--- src/rtl/if_id_skid_stage.sv ---
// IF/ID pipeline stage with a two-entry skid buffer.
//
// Carries {PC, PC+4, instruction} from fetch to decode using a valid/ready
// handshake. IN_READY and OUT_VALID are decoded from registered occupancy
// only, so there is no combinational path from STALL to IN_READY. FLUSH
// squashes every held entry and presents a NOP bubble. STALL_CNT counts
// cycles where a valid entry is held back by STALL, saturating at all-ones.
//
// Ports:
//   CLK, RESET          clock, synchronous active-high reset
//   FLUSH               squash all held entries (redirect)
//   IN_VALID/IN_READY   fetch-side handshake
//   PC_IN, PC_PLUS_FOUR_IN, INSTRUCTION_IN   incoming entry
//   STALL               decode cannot accept this cycle
//   OUT_VALID           output entry valid
//   PC_OUT, PC_PLUS_FOUR_OUT, INSTRUCTION_OUT   output entry (bubble if invalid)
//   STALL_CNT           saturating stalled-valid cycle count
module if_id_skid_stage #(
  parameter int unsigned              PC_W      = 32,
  parameter int unsigned              INSTR_W   = 32,
  parameter logic [INSTR_W-1:0]       NOP_INSTR = 32'h0000_0013,
  parameter int unsigned              CNT_W     = 16
) (
  input  logic               CLK,
  input  logic               RESET,
  input  logic               FLUSH,
  input  logic               IN_VALID,
  output logic               IN_READY,
  input  logic [PC_W-1:0]    PC_IN,
  input  logic [PC_W-1:0]    PC_PLUS_FOUR_IN,
  input  logic [INSTR_W-1:0] INSTRUCTION_IN,
  input  logic               STALL,
  output logic               OUT_VALID,
  output logic [PC_W-1:0]    PC_OUT,
  output logic [PC_W-1:0]    PC_PLUS_FOUR_OUT,
  output logic [INSTR_W-1:0] INSTRUCTION_OUT,
  output logic [CNT_W-1:0]   STALL_CNT
);

  localparam int unsigned EntryW = 2 * PC_W + INSTR_W;

  // Entry layout: {pc, pc_plus_four, instruction}
  localparam logic [EntryW-1:0] Bubble = {{(2 * PC_W){1'b0}}, NOP_INSTR};

  typedef enum logic [1:0] {
    StEmpty = 2'd0,
    StOne   = 2'd1,
    StTwo   = 2'd2
  } state_e;

  state_e              state_q, state_d;
  logic [EntryW-1:0]   main_q, main_d;
  logic [EntryW-1:0]   skid_q, skid_d;
  logic [CNT_W-1:0]    cnt_q, cnt_d;

  logic                in_fire;
  logic                out_fire;
  logic [EntryW-1:0]   in_entry;

  assign IN_READY  = (state_q != StTwo);
  assign OUT_VALID = (state_q != StEmpty);

  assign in_fire  = IN_VALID & IN_READY;
  assign out_fire = OUT_VALID & ~STALL;
  assign in_entry = {PC_IN, PC_PLUS_FOUR_IN, INSTRUCTION_IN};

  always_comb begin
    state_d = state_q;
    main_d  = main_q;
    skid_d  = skid_q;

    if (FLUSH) begin
      // Any same-cycle in_fire is on the wrong path and is dropped.
      state_d = StEmpty;
      main_d  = Bubble;
      skid_d  = Bubble;
    end else begin
      unique case (state_q)
        StEmpty: begin
          if (in_fire) begin
            main_d  = in_entry;
            state_d = StOne;
          end
        end
        StOne: begin
          if (in_fire && out_fire) begin
            main_d = in_entry;
          end else if (out_fire) begin
            state_d = StEmpty;
          end else if (in_fire) begin
            // Decode stalled: park the new entry behind the held one.
            skid_d  = in_entry;
            state_d = StTwo;
          end
        end
        StTwo: begin
          if (out_fire) begin
            main_d  = skid_q;
            state_d = StOne;
          end
        end
        default: begin
          state_d = StEmpty;
        end
      endcase
    end
  end

  always_comb begin
    cnt_d = cnt_q;
    if (OUT_VALID && STALL && (cnt_q != {CNT_W{1'b1}})) begin
      cnt_d = cnt_q + CNT_W'(1);
    end
  end

  always_ff @(posedge CLK) begin
    if (RESET) begin
      state_q <= StEmpty;
      main_q  <= Bubble;
      skid_q  <= '0;
      cnt_q   <= '0;
    end else begin
      state_q <= state_d;
      main_q  <= main_d;
      skid_q  <= skid_d;
      cnt_q   <= cnt_d;
    end
  end

  always_comb begin
    PC_OUT           = '0;
    PC_PLUS_FOUR_OUT = '0;
    INSTRUCTION_OUT  = NOP_INSTR;
    if (OUT_VALID) begin
      {PC_OUT, PC_PLUS_FOUR_OUT, INSTRUCTION_OUT} = main_q;
    end
  end

  assign STALL_CNT = cnt_q;

endmodule
--- config.mk ---
export PLATFORM = sky130hd
export DESIGN_NAME = if_id_skid_stage
export DESIGN_NICKNAME = d
export VERILOG_FILES = /design/src/rtl/if_id_skid_stage.sv
export SDC_FILE = /design/constraint.sdc
export NUM_CORES = 1
export LEC_CHECK = 0
export ABC_AREA = 1
export BUFFER_PORTS_ARGS = -buffer_cell sky130_fd_sc_hd__buf_4
export CELL_PAD_IN_SITES_DETAIL_PLACEMENT = 0
export CELL_PAD_IN_SITES_GLOBAL_PLACEMENT = 1
export CORE_MARGIN = 3
export CORE_UTILIZATION = 41
export CTS_CLUSTER_SIZE = 10
export DETAILED_ROUTE_END_ITERATION = 10
export PLACE_DENSITY = 0.87
export RECOVER_POWER = 50
export SLEW_MARGIN = 20
export SYNTH_ARGS = -nofsm -noshare
export SYNTH_HDL_FRONTEND = slang
export SYNTH_SLANG_ARGS = --single-unit
--- constraint.sdc ---
create_clock -name CLK -period 3.1 [get_ports CLK]
set_input_delay 0.155 -clock CLK [delete_from_list [all_inputs] [get_ports CLK]]
set_output_delay 0.155 -clock CLK [all_outputs]
set_load 0.005 [all_outputs]
==> flow_summary.toml, run 1 <==
[clock_tree]
clk_pin_slew_ps = 50
htreeDepth = 1
cts_buffer_depth = 3
cts_made_buffers = 25
root_buffer = "clkbuf_16"
clk_latency_ps = 490
cts_tree = "yes"
clock_sinks = 210

[global_route]
groute.usage.overall_pct = 19.8
overflow = 0
antenna_found_initial = 0
grt_start_max_net_pins = 122
grt_pass1_vias = 8563
grt_pass1_wl_mm = 41.3

[critical_path]
critical_path_class = "in2reg"
max_stage_delay_ps = 1130
worstPathCellList = "dlygate4sd3_1 > clkbuf_1 > nor2_2 > buf_12 > o21ai_0 > a21oi_1"
setup.worst_path.start = "RESET"
critPathMaxFanout = 77
crit_arrival_ps = 2900
slowest_stage = "nor2_2"
r2r_slack_ps = 770
crit_path_start_kind = "input pin"
reg2reg_depth = 8
reg2reg_to = "main_q[10]"
worstSetupEndpoint = "skid_q[27]"
end_kind = "register"
crit_required_ps = 3520
rr_startpoint = "state_q[0]"

[timing]
max_freq_ghz = 0.404
setup_ws_ps = 622
post-route-min-period_ps = 2480
drv_slew = 0
period_share_pct = 79.9
rsz0062_at_grt = "false"
setup_tns_ps = 0
setup_viol_count_final = 0
fin_skew_ps = 4.08
maxSlewHeadroom_pct = 9.45
tightestPinTransition_ps = 1360
hold_viol = 0

[power_and_ir_drop]
leakage_nw = 5.31
p_seq_share_pct = 46.8
cell_internal_pwr_mw = 4.60
power_frac_comb_pct = 11.2
switching_share_pct = 23.7
power_density_nw_per_um2 = 472
ir_worst_vdd_uv = 322
p_clk_share_pct = 41.9
switchingPower_mw = 1.43

[logic_synthesis]
syn-cell-area_um2 = 9380
syn_inst = 1406
yosysWarnings = 0
synth.avg_cell_area_um2 = 6.67
synthSimpleGateAreaFrac_pct = 20.5
synth_top_area_share_pct = 44.8
synth_seq_cells = 210
synthXorXnorAreaFrac_pct = 0.560
synth_area_leaders = "dfxtp_1 45%, o21ai_0 14%, nor2_1 12%"
synthAdderAreaFrac_pct = 0.133
synth_compound_area_share_pct = 21.2
synth_cell_types = 28
seq_area_frac_synth_pct = 44.8
synth_top_area_cell = "dfxtp_1"
synth_mux_area_share_pct = 0.240
syn_nets = 1508
synth_top_family_by_area = "compound AO/OA/AOI/OAI gates"

[floorplanning]
die_y_um = 157
die_area_um2 = 24700
start_util_pct = 42.3
die_x_um = 157
rows = 54
core-area_um2 = 22200
ios = 215

[hold_path]
hold_path.class = "reg2reg"

[routing]
ant_nets = 0
drt_iter0_drc = 505
drc = 0
post_drt_wl_per_cell_um = 13.0
dr.pass1.iters = 5
dr_total_vias = 9292
drt_wl_total_mm = 25.4
viasPerCell = 4.76

[cells_and_area]
syn_to_final_growth_pct = 36.1
final_cell_mix = "305 x nor2_1, 262 x o21ai_0, 210 x dfxtp_1"
layout.nets = 1768
layout-drive-gt1-share_pct = 15.7
diodes = 0
mostFrequentLayoutCell = "nor2_1"

[placed_design]
dp.final_hpwl_mm = 15.3
finalWeightedCongestion = 0.796
io_buffer_count = 214
place_ws_ps = 1250

[flow_run]
drv_cap = 0

[status]
status = "completed"
==> worst min-delay path by stage <==
stage                                 start      endpoint  cells after the start  slack, ps
final                            skid_q[85]    skid_q[85]                      2        440
after global routing             skid_q[21]    skid_q[21]                      2        460
after CTS                        skid_q[85]    skid_q[85]                      2        450
after detailed placement  INSTRUCTION_IN[0]     skid_q[0]                      3        400
after floorplan                       RESET  STALL_CNT[2]                      1        220
after global placement    INSTRUCTION_IN[0]     skid_q[0]                      3        390
==> worst max-delay path: cells and delay by family <==
| family | cells | cell delay [ps] |
|---|---|---|
| AO/OA/AOI/OAI | 2 | 310 |
| AND/OR/NAND/NOR | 1 | 1130 |
| buffers and inverters | 3 | 1270 |
==> sequential cells by signal, summed over array words and instances (netlist names) <==
signal,cells
main_q,96
skid_q,96
STALL_CNT,16
state_q,2
==> power groups by stage <==
stage	registers (mW)	clock network, mW	logic (mW)
floorplan	2.87	0	0.344
CTS	2.82	2.60	0.685
detailed placement	2.88	0	0.577
global placement	2.88	0	0.574
global route	2.83	2.70	0.767
finish	2.82	2.53	0.678
==> per-layer routing <==
metal	share of wire (%)	GRT usage, %
met5	0	0
met4	1.9	4.75
met3	5.7	3.16
met2	46	33.0
met1	46	27.1
==> through the flow <==
step	power [mW]	area, um2	cells	hold slack, ps	util, %
floorplan	3.21	9380	1406	224	-
global placement	3.45	11100	1819	389	50.2
detailed placement	3.46	11100	1819	400	50.2
CTS	6.10	12800	1951	445	57.8
global route	6.30	12800	1951	462	57.6
finish	6.03	12800	1951	442	57.6
==> area by class of cell <==
type	instances	area, um2
multi-input combinational	896	4010
sequential	210	4200
tap	280	350
clock buffer	32	682
timing repair buffer	327	2750
inverter	206	774
fill	2135	9400
==> cell usage after synthesis <==
| cell type | number |
|---|---|
| buf_2 | 20 |
| a21oi_2 | 1 |
| o21ai_0 | 258 |
| nor2_2 | 3 |
| nor2_4 | 2 |
| nor3_1 | 1 |
| xnor2_1 | 2 |
| xor2_1 | 4 |
| o21ai_2 | 1 |
| or2_2 | 3 |
| a211oi_1 | 1 |
| nor3b_1 | 1 |
| nand4_1 | 6 |
| o21ai_1 | 26 |
| buf_4 | 7 |
| dfxtp_1 | 210 |
| inv_1 | 204 |
| nand3_1 | 16 |
| mux2_2 | 2 |
| nand2_1 | 155 |
| nor2_1 | 303 |
| inv_2 | 2 |
| nand3_2 | 1 |
| a21oi_1 | 108 |
| buf_1 | 9 |
| clkbuf_1 | 58 |
| ha_1 | 1 |
| a31oi_1 | 1 |
==> repair_timing <==
action / in CTS / in global routing
setup buffers: 0 / 0
endpoints found under the hold margin: 143 / 0
resized for setup: 0 / 0
hold buffers: 100 / 0
==> cells by family after synthesis <==
| family | Yosys count |
|---|---|
| flops | 210 |
| xor+xnor | 6 |
| compound gates | 396 |
| buf+inv | 300 |
| simple gates | 491 |
| fa+ha+maj | 1 |
| mux | 2 |
No activity file was read; power rests on OpenSTA's default activity.
==> inputs of run 2 (changes only) <==
--- a/config.mk
+++ b/config.mk
@@ -5,15 +5,15 @@
 export SDC_FILE = /design/constraint.sdc
 export NUM_CORES = 1
 export LEC_CHECK = 0
-export ABC_AREA = 1
+export ABC_AREA = 0
 export BUFFER_PORTS_ARGS = -buffer_cell sky130_fd_sc_hd__buf_4
 export CELL_PAD_IN_SITES_DETAIL_PLACEMENT = 0
 export CELL_PAD_IN_SITES_GLOBAL_PLACEMENT = 1
 export CORE_MARGIN = 3
-export CORE_UTILIZATION = 41
+export CORE_UTILIZATION = 39
 export CTS_CLUSTER_SIZE = 10
 export DETAILED_ROUTE_END_ITERATION = 10
-export PLACE_DENSITY = 0.87
+export PLACE_DENSITY = 0.81
 export RECOVER_POWER = 50
 export SLEW_MARGIN = 20
 export SYNTH_ARGS = -nofsm -noshare
==> constraint.sdc (replaced) <==
create_clock -name CLK -period 2.4 [get_ports CLK]
set_input_delay 0.12 -clock CLK [delete_from_list [all_inputs] [get_ports CLK]]
set_output_delay 0.12 -clock CLK [all_outputs]
set_load 0.005 [all_outputs]
==> run 2 against run 1 <==
Register-to-register slack worse by 480 ps. Critical path depth is 1 lower. Sequential share of layout area is 0.67 points higher.
==> flow_summary.toml, run 2 <==
[clock_tree]
clock_sinks = 210
cts_buffer_depth = 3
clk_latency_ps = 510
root_buffer = "clkbuf_16"
cts_tree = "yes"
cts_made_buffers = 25
htreeDepth = 1
clk_pin_slew_ps = 50

[cells_and_area]
layout.nets = 1540
final_cell_mix = "386 x nand2_1, 210 x dfxtp_1, 203 x buf_4"
final_util_pct = 55.1
layout-drive-gt1-share_pct = 19.0
syn_to_final_growth_pct = 38.6
fin_cells = 1730
diodes = 0
mostFrequentLayoutCell = "nand2_1"
design_area_um2 = 12500

[critical_path]
rr_startpoint = "STALL_CNT[0]"
critical_path_class = "in2reg"
setup.worst_path.start = "RESET"
slowest_stage = "or2_2"
r2r_slack_ps = 290
crit_required_ps = 2730
worstSetupEndpoint = "main_q[9]"
crit_arrival_ps = 2480
reg2reg_to = "STALL_CNT[0]"
critPathMaxFanout = 45
end_kind = "register"
max_stage_delay_ps = 740
worstPathCellList = "dlygate4sd3_1 > buf_4 > or2_2 > clkbuf_4 > a311oi_1"
crit_path_start_kind = "input pin"
reg2reg_depth = 5

[placed_design]
finalWeightedCongestion = 0.727
placed_area_um2 = 10900
io_buffer_count = 214
dp.final_hpwl_mm = 15.4
dpl.cell_count = 1597

[floorplanning]
die_y_um = 158
core-area_um2 = 22700
ios = 215
rows = 55
die_area_um2 = 25000
start_util_pct = 39.7
die_x_um = 158

[power_and_ir_drop]
ir_worst_vdd_uv = 386
power_mw = 7.64
power_density_nw_per_um2 = 611
leakage_nw = 5.06

[logic_synthesis]
synth_seq_cells = 210
yosysMostFrequentCell = "nand2_1"
synth.avg_cell_area_um2 = 7.65
synth_area_leaders = "dfxtp_1 47%, nand2_1 16%, a311oi_1 9.1%"
syn_inst = 1180
synth_top_area_share_pct = 46.6
synth_cell_types = 42
synthTopCellsByCount = "386 x nand2_1, 210 x dfxtp_1, 113 x nor2_1"
synth_top_area_cell = "dfxtp_1"
synth_edf_count = 0
syn-cell-area_um2 = 9020
synth-main-ff-cell = "dfxtp_1"
yosysWarnings = 0
seq_area_frac_synth_pct = 46.6
syn_nets = 1282
ys_async_sr_fraction_pct = 0

[timing]
hold_viol = 0
drv_slew = 0
post-route-min-period_ps = 2150
setup_tns_ps = 0
max_freq_ghz = 0.466
setup_viol_count_final = 0
fin_skew_ps = 13.6
tightestPinTransition_ps = 856
maxSlewHeadroom_pct = 43.0
period_share_pct = 89.5
rsz0062_at_grt = "false"

[global_route]
grt_start_max_net_pins = 98
groute.usage.overall_pct = 19.8
grt_pass1_vias = 8165
grt_pass1_wl_mm = 41.4
antenna_found_initial = 0
overflow = 0

[routing]
drc = 0
dr_total_vias = 8698
dr.pass1.iters = 5
ant_nets = 0
drt_wl_total_mm = 25.8
post_drt_wl_per_cell_um = 14.9
drt_iter0_drc = 504
viasPerCell = 5.03

[hold_path]
hold_path.class = "in2reg"
min_from = "IN_VALID"

[flow_run]
drv_cap = 0

[status]
status = "completed"
## run 2: changes by cell type after synthesis, moves of 10 or more
cell      delta
and2_1      +94
a311oi_1    +94
o21ai_0    -252
buf_2       +18
nor2_1     -190
o21ai_1     -26
inv_1      -200
nand3_1     -10
nand2_1    +231
## run 2: how the worst min path moves through the flow
| stage | end | cells after the start |
|---|---|---|
| 2_1_floorplan | main_q[0] | 2 |
| 3_3_place_gp | skid_q[33] | 3 |
| 3_5_place_dp | skid_q[1] | 3 |
| 4_1_cts | state_q[0] | 4 |
| 5_1_grt | state_q[0] | 4 |
| 6_report | state_q[0] | 4 |
## run 2: power by group
part	switching (mW)	total, mW	internal, mW
logic	0.378	0.749	0.371
clock network	1.34	3.27	1.93
registers	0.0433	3.62	3.58
total	1.76	7.64	5.88
## run 2: cell type report
type                    count  area [um2]
clock buffers              33         676
clock inverters             1        8.76
fillers                  2204       10200
inverters                   5        21.3
multi-input cells         863        4380
flip-flops and latches    210        4200
well taps                 285         357
repair buffers            333        2870
## run 2: metrics by stage
step           hold WS, ps  setup slack, ps
2_1_floorplan          240              707
3_3_place_gp           377              533
3_5_place_dp           385              481
4_1_cts               23.0             89.1
5_1_grt               33.0             86.8
6_report              48.4              252
## run 2: worst max-delay path: cells and delay by family
kind / cells / cell delay, ps
buf+inv: 3 / 1480
simple gates: 1 / 740
compound gates: 1 / 100
## run 2: layer usage
metal  track usage, %  vias to the layer above  share of wire (%)  wire length, um
met4             5.86                        0                2.6              657
met1             26.6                     4008                 46            11800
met2             33.4                      199                 47            12100
met5                0                        -                  0                0
li1                 -                     4447                  -                -
met3             2.68                       44                4.7             1210
## run 2: kinds of logic after synthesis
family / Yosys count / share of synthesized area, %
muxes: 9 / 1.15
xor gates and xnor gates: 1 / 0.0971
DFF: 210 / 46.6
AOI/OAI and AO/OA: 217 / 16.5
adders and majority gates: 1 / 0.139
and+or+nand+nor: 635 / 30.5
buffers and inverters: 107 / 4.99
## run 2: repair_timing
item / 4_1_cts / 5_1_grt
hold buffers: 99 / 0
gates resized for setup: 0 / 2
endpoints found under the setup margin: 0 / 9
endpoints found under the hold margin: 199 / 0
setup buffers: 0 / 0
==> inputs of run 3 (changes only) <==
--- a/config.mk
+++ b/config.mk
@@ -5,17 +5,17 @@
 export SDC_FILE = /design/constraint.sdc
 export NUM_CORES = 1
 export LEC_CHECK = 0
-export ABC_AREA = 0
+export ABC_AREA = 1
 export BUFFER_PORTS_ARGS = -buffer_cell sky130_fd_sc_hd__buf_4
 export CELL_PAD_IN_SITES_DETAIL_PLACEMENT = 0
 export CELL_PAD_IN_SITES_GLOBAL_PLACEMENT = 1
 export CORE_MARGIN = 3
-export CORE_UTILIZATION = 39
+export CORE_UTILIZATION = 38
 export CTS_CLUSTER_SIZE = 10
 export DETAILED_ROUTE_END_ITERATION = 10
 export PLACE_DENSITY = 0.81
 export RECOVER_POWER = 50
-export SLEW_MARGIN = 20
+export SLEW_MARGIN = 0
 export SYNTH_ARGS = -nofsm -noshare
 export SYNTH_HDL_FRONTEND = slang
 export SYNTH_SLANG_ARGS = --single-unit
==> run 3 against run 2 <==
Clock-buffer cell count fell by 2. Via count rose by 6.3%. Clock skew fell by 6.1 ps. Wire length rose by 0.92%. Critical path type is now reg2reg. Critical endpoint is now skid_q[44].
==> flow_summary.toml, run 3 (synthesized netlist as in run 1, its figures left out) <==
[power_and_ir_drop]
ir_worst_vdd_uv = 340
p_seq_share_pct = 46.8
switchingPower_mw = 1.89
power_frac_comb_pct = 11.4
cell_internal_pwr_mw = 5.89
power_density_nw_per_um2 = 605
p_clk_share_pct = 41.7
switching_share_pct = 24.3
leakage_nw = 5.32

[clock_tree]
htreeDepth = 1
clock_sinks = 210
clk_pin_slew_ps = 50
cts_buffer_depth = 3
cts_made_buffers = 25
clk_latency_ps = 500
post-cts-setup-buffers = 0
cts_tree = "yes"
root_buffer = "clkbuf_16"

[routing]
viasPerCell = 4.63
dr.pass1.iters = 5
drc = 0
dr_total_vias = 9245
post_drt_wl_per_cell_um = 13.0
drt_wl_total_mm = 26.0
drt_iter0_drc = 663
ant_nets = 0

[placed_design]
finalWeightedCongestion = 0.764
dp.final_hpwl_mm = 15.6
placed_area_um2 = 11200
dpl.cell_count = 1861
io_buffer_count = 214

[cells_and_area]
final_cell_mix = "304 x nor2_1, 264 x o21ai_0, 210 x dfxtp_1"
multiInputGateArea_um2 = 4030
layout-drive-gt1-share_pct = 16.2
layout.nets = 1772
n_fill_cell = 2358
syn_to_final_growth_pct = 37.0
mostFrequentLayoutCell = "nor2_1"
final_util_pct = 53.8
fin_cells = 1995
seq_area_um2 = 4200
design_area_um2 = 12800

[critical_path]
max_stage_delay_ps = 620
slowest_stage = "clkbuf_2"
crit_arrival_ps = 2450
critPathMaxFanout = 60
critical_path_class = "reg2reg"
crit_required_ps = 2740
worstPathCellList = "inv_1 > nor2_4 > nand3_4 > clkbuf_2 > o21ai_0 > a21oi_1"
end_kind = "register"
crit_path_start_kind = "register"

[floorplanning]
die_area_um2 = 26600
start_util_pct = 39.3
die_x_um = 163
ios = 215
rows = 56
core-area_um2 = 23900
die_y_um = 163

[global_route]
antenna_found_initial = 2
grt_pass1_vias = 8415
grt_pass1_wl_mm = 42.2
grt_start_max_net_pins = 101
groute.usage.overall_pct = 18.8
overflow = 0

[timing]
fin_skew_ps = 7.55
setup_viol_count_final = 0
worst_hold_slack_ps = 30.2
setup_tns_ps = 0
max_freq_ghz = 0.475
maxSlewHeadroom_pct = 30.9
drv_slew = 0
rsz0062_at_grt = "false"
hold_viol = 0
period_share_pct = 87.7
post-route-min-period_ps = 2110
tightestPinTransition_ps = 1040

[status]
status = "completed"

[flow_run]
drv_cap = 0

[hold_path]
hold_path.class = "in2reg"
==> run 3: changes by cell type in the layout (fill, tap and decap cells not counted), sizes merged, moves of 4 or more <==
cell	before	now
a21oi	103	109
mux2	8	2
and3	8	0
inv	6	204
nand2	386	155
nor2	113	308
nand3	6	18
o21ai	6	285
a211oi	5	1
and2	94	0
nor2b	9	0
buf	215	207
a311oi	94	0
==> run 3: timing repair <==
action	CTS	global route
setup endpoints to repair	0	1
resized for setup	0	1
hold buffers	100	0
hold endpoints to repair	202	0
==> run 3: path summary, 6_finish.rpt <==
kind | from | endpoint | slack, ps | cells past startpoint
worst max-delay path | state_q[0] | skid_q[44] | 290 | 6
worst min-delay path | FLUSH | skid_q[1] | 30 | 5
worst max register to register | state_q[0] | skid_q[44] | 290 | 6
worst min register to register | skid_q[7] | skid_q[7] | 440 | 2
==> run 3: power by group through the flow <==
stage	registers (mW)	clock network, mW	logic [mW]
floorplan	3.70	0	0.444
global placement	3.72	0	0.759
detailed placement	3.72	0	0.765
CTS	3.64	3.34	0.905
global route	3.65	3.47	1.01
finish	3.64	3.24	0.889
==> run 3: area by class of cell <==
class                           instances  share of cell area [%]
Clock inverter                          1                  0.0389
Multi-Input combinational cell        897                    31.3
Tap cell                              319                    3.11
Antenna cell                            1                  0.0195
Sequential cell                       210                    32.7
Clock buffer                           31                    5.12
Timing Repair Buffer                  330                    21.6
Inverter                              206                    6.03
==> run 3: stage by stage <==
step,worst slack [ps],power (mW)
finish,294,7.78
global route,39.5,8.14
CTS,149,7.89
detailed placement,555,4.48
global placement,593,4.48
floorplan,880,4.15
==> run 3: routing by layer <==
metal / vias up / track usage (%) / wire, um
met2: 192 / 30.6 / 11600
met4: 2 / 3.61 / 450
met3: 31 / 3.83 / 1450
met1: 4098 / 26.0 / 12500
li1: 4922 / - / -
met5: - / 0 / 7
==> run 3: critical path, delay by kind of cell, from the launching register on <==
family                 cells  cell delay, ps
flip-flops                 1             330
buffers and inverters      2             750
AO/OA/AOI/OAI              2             460
AND/OR/NAND/NOR            2             380
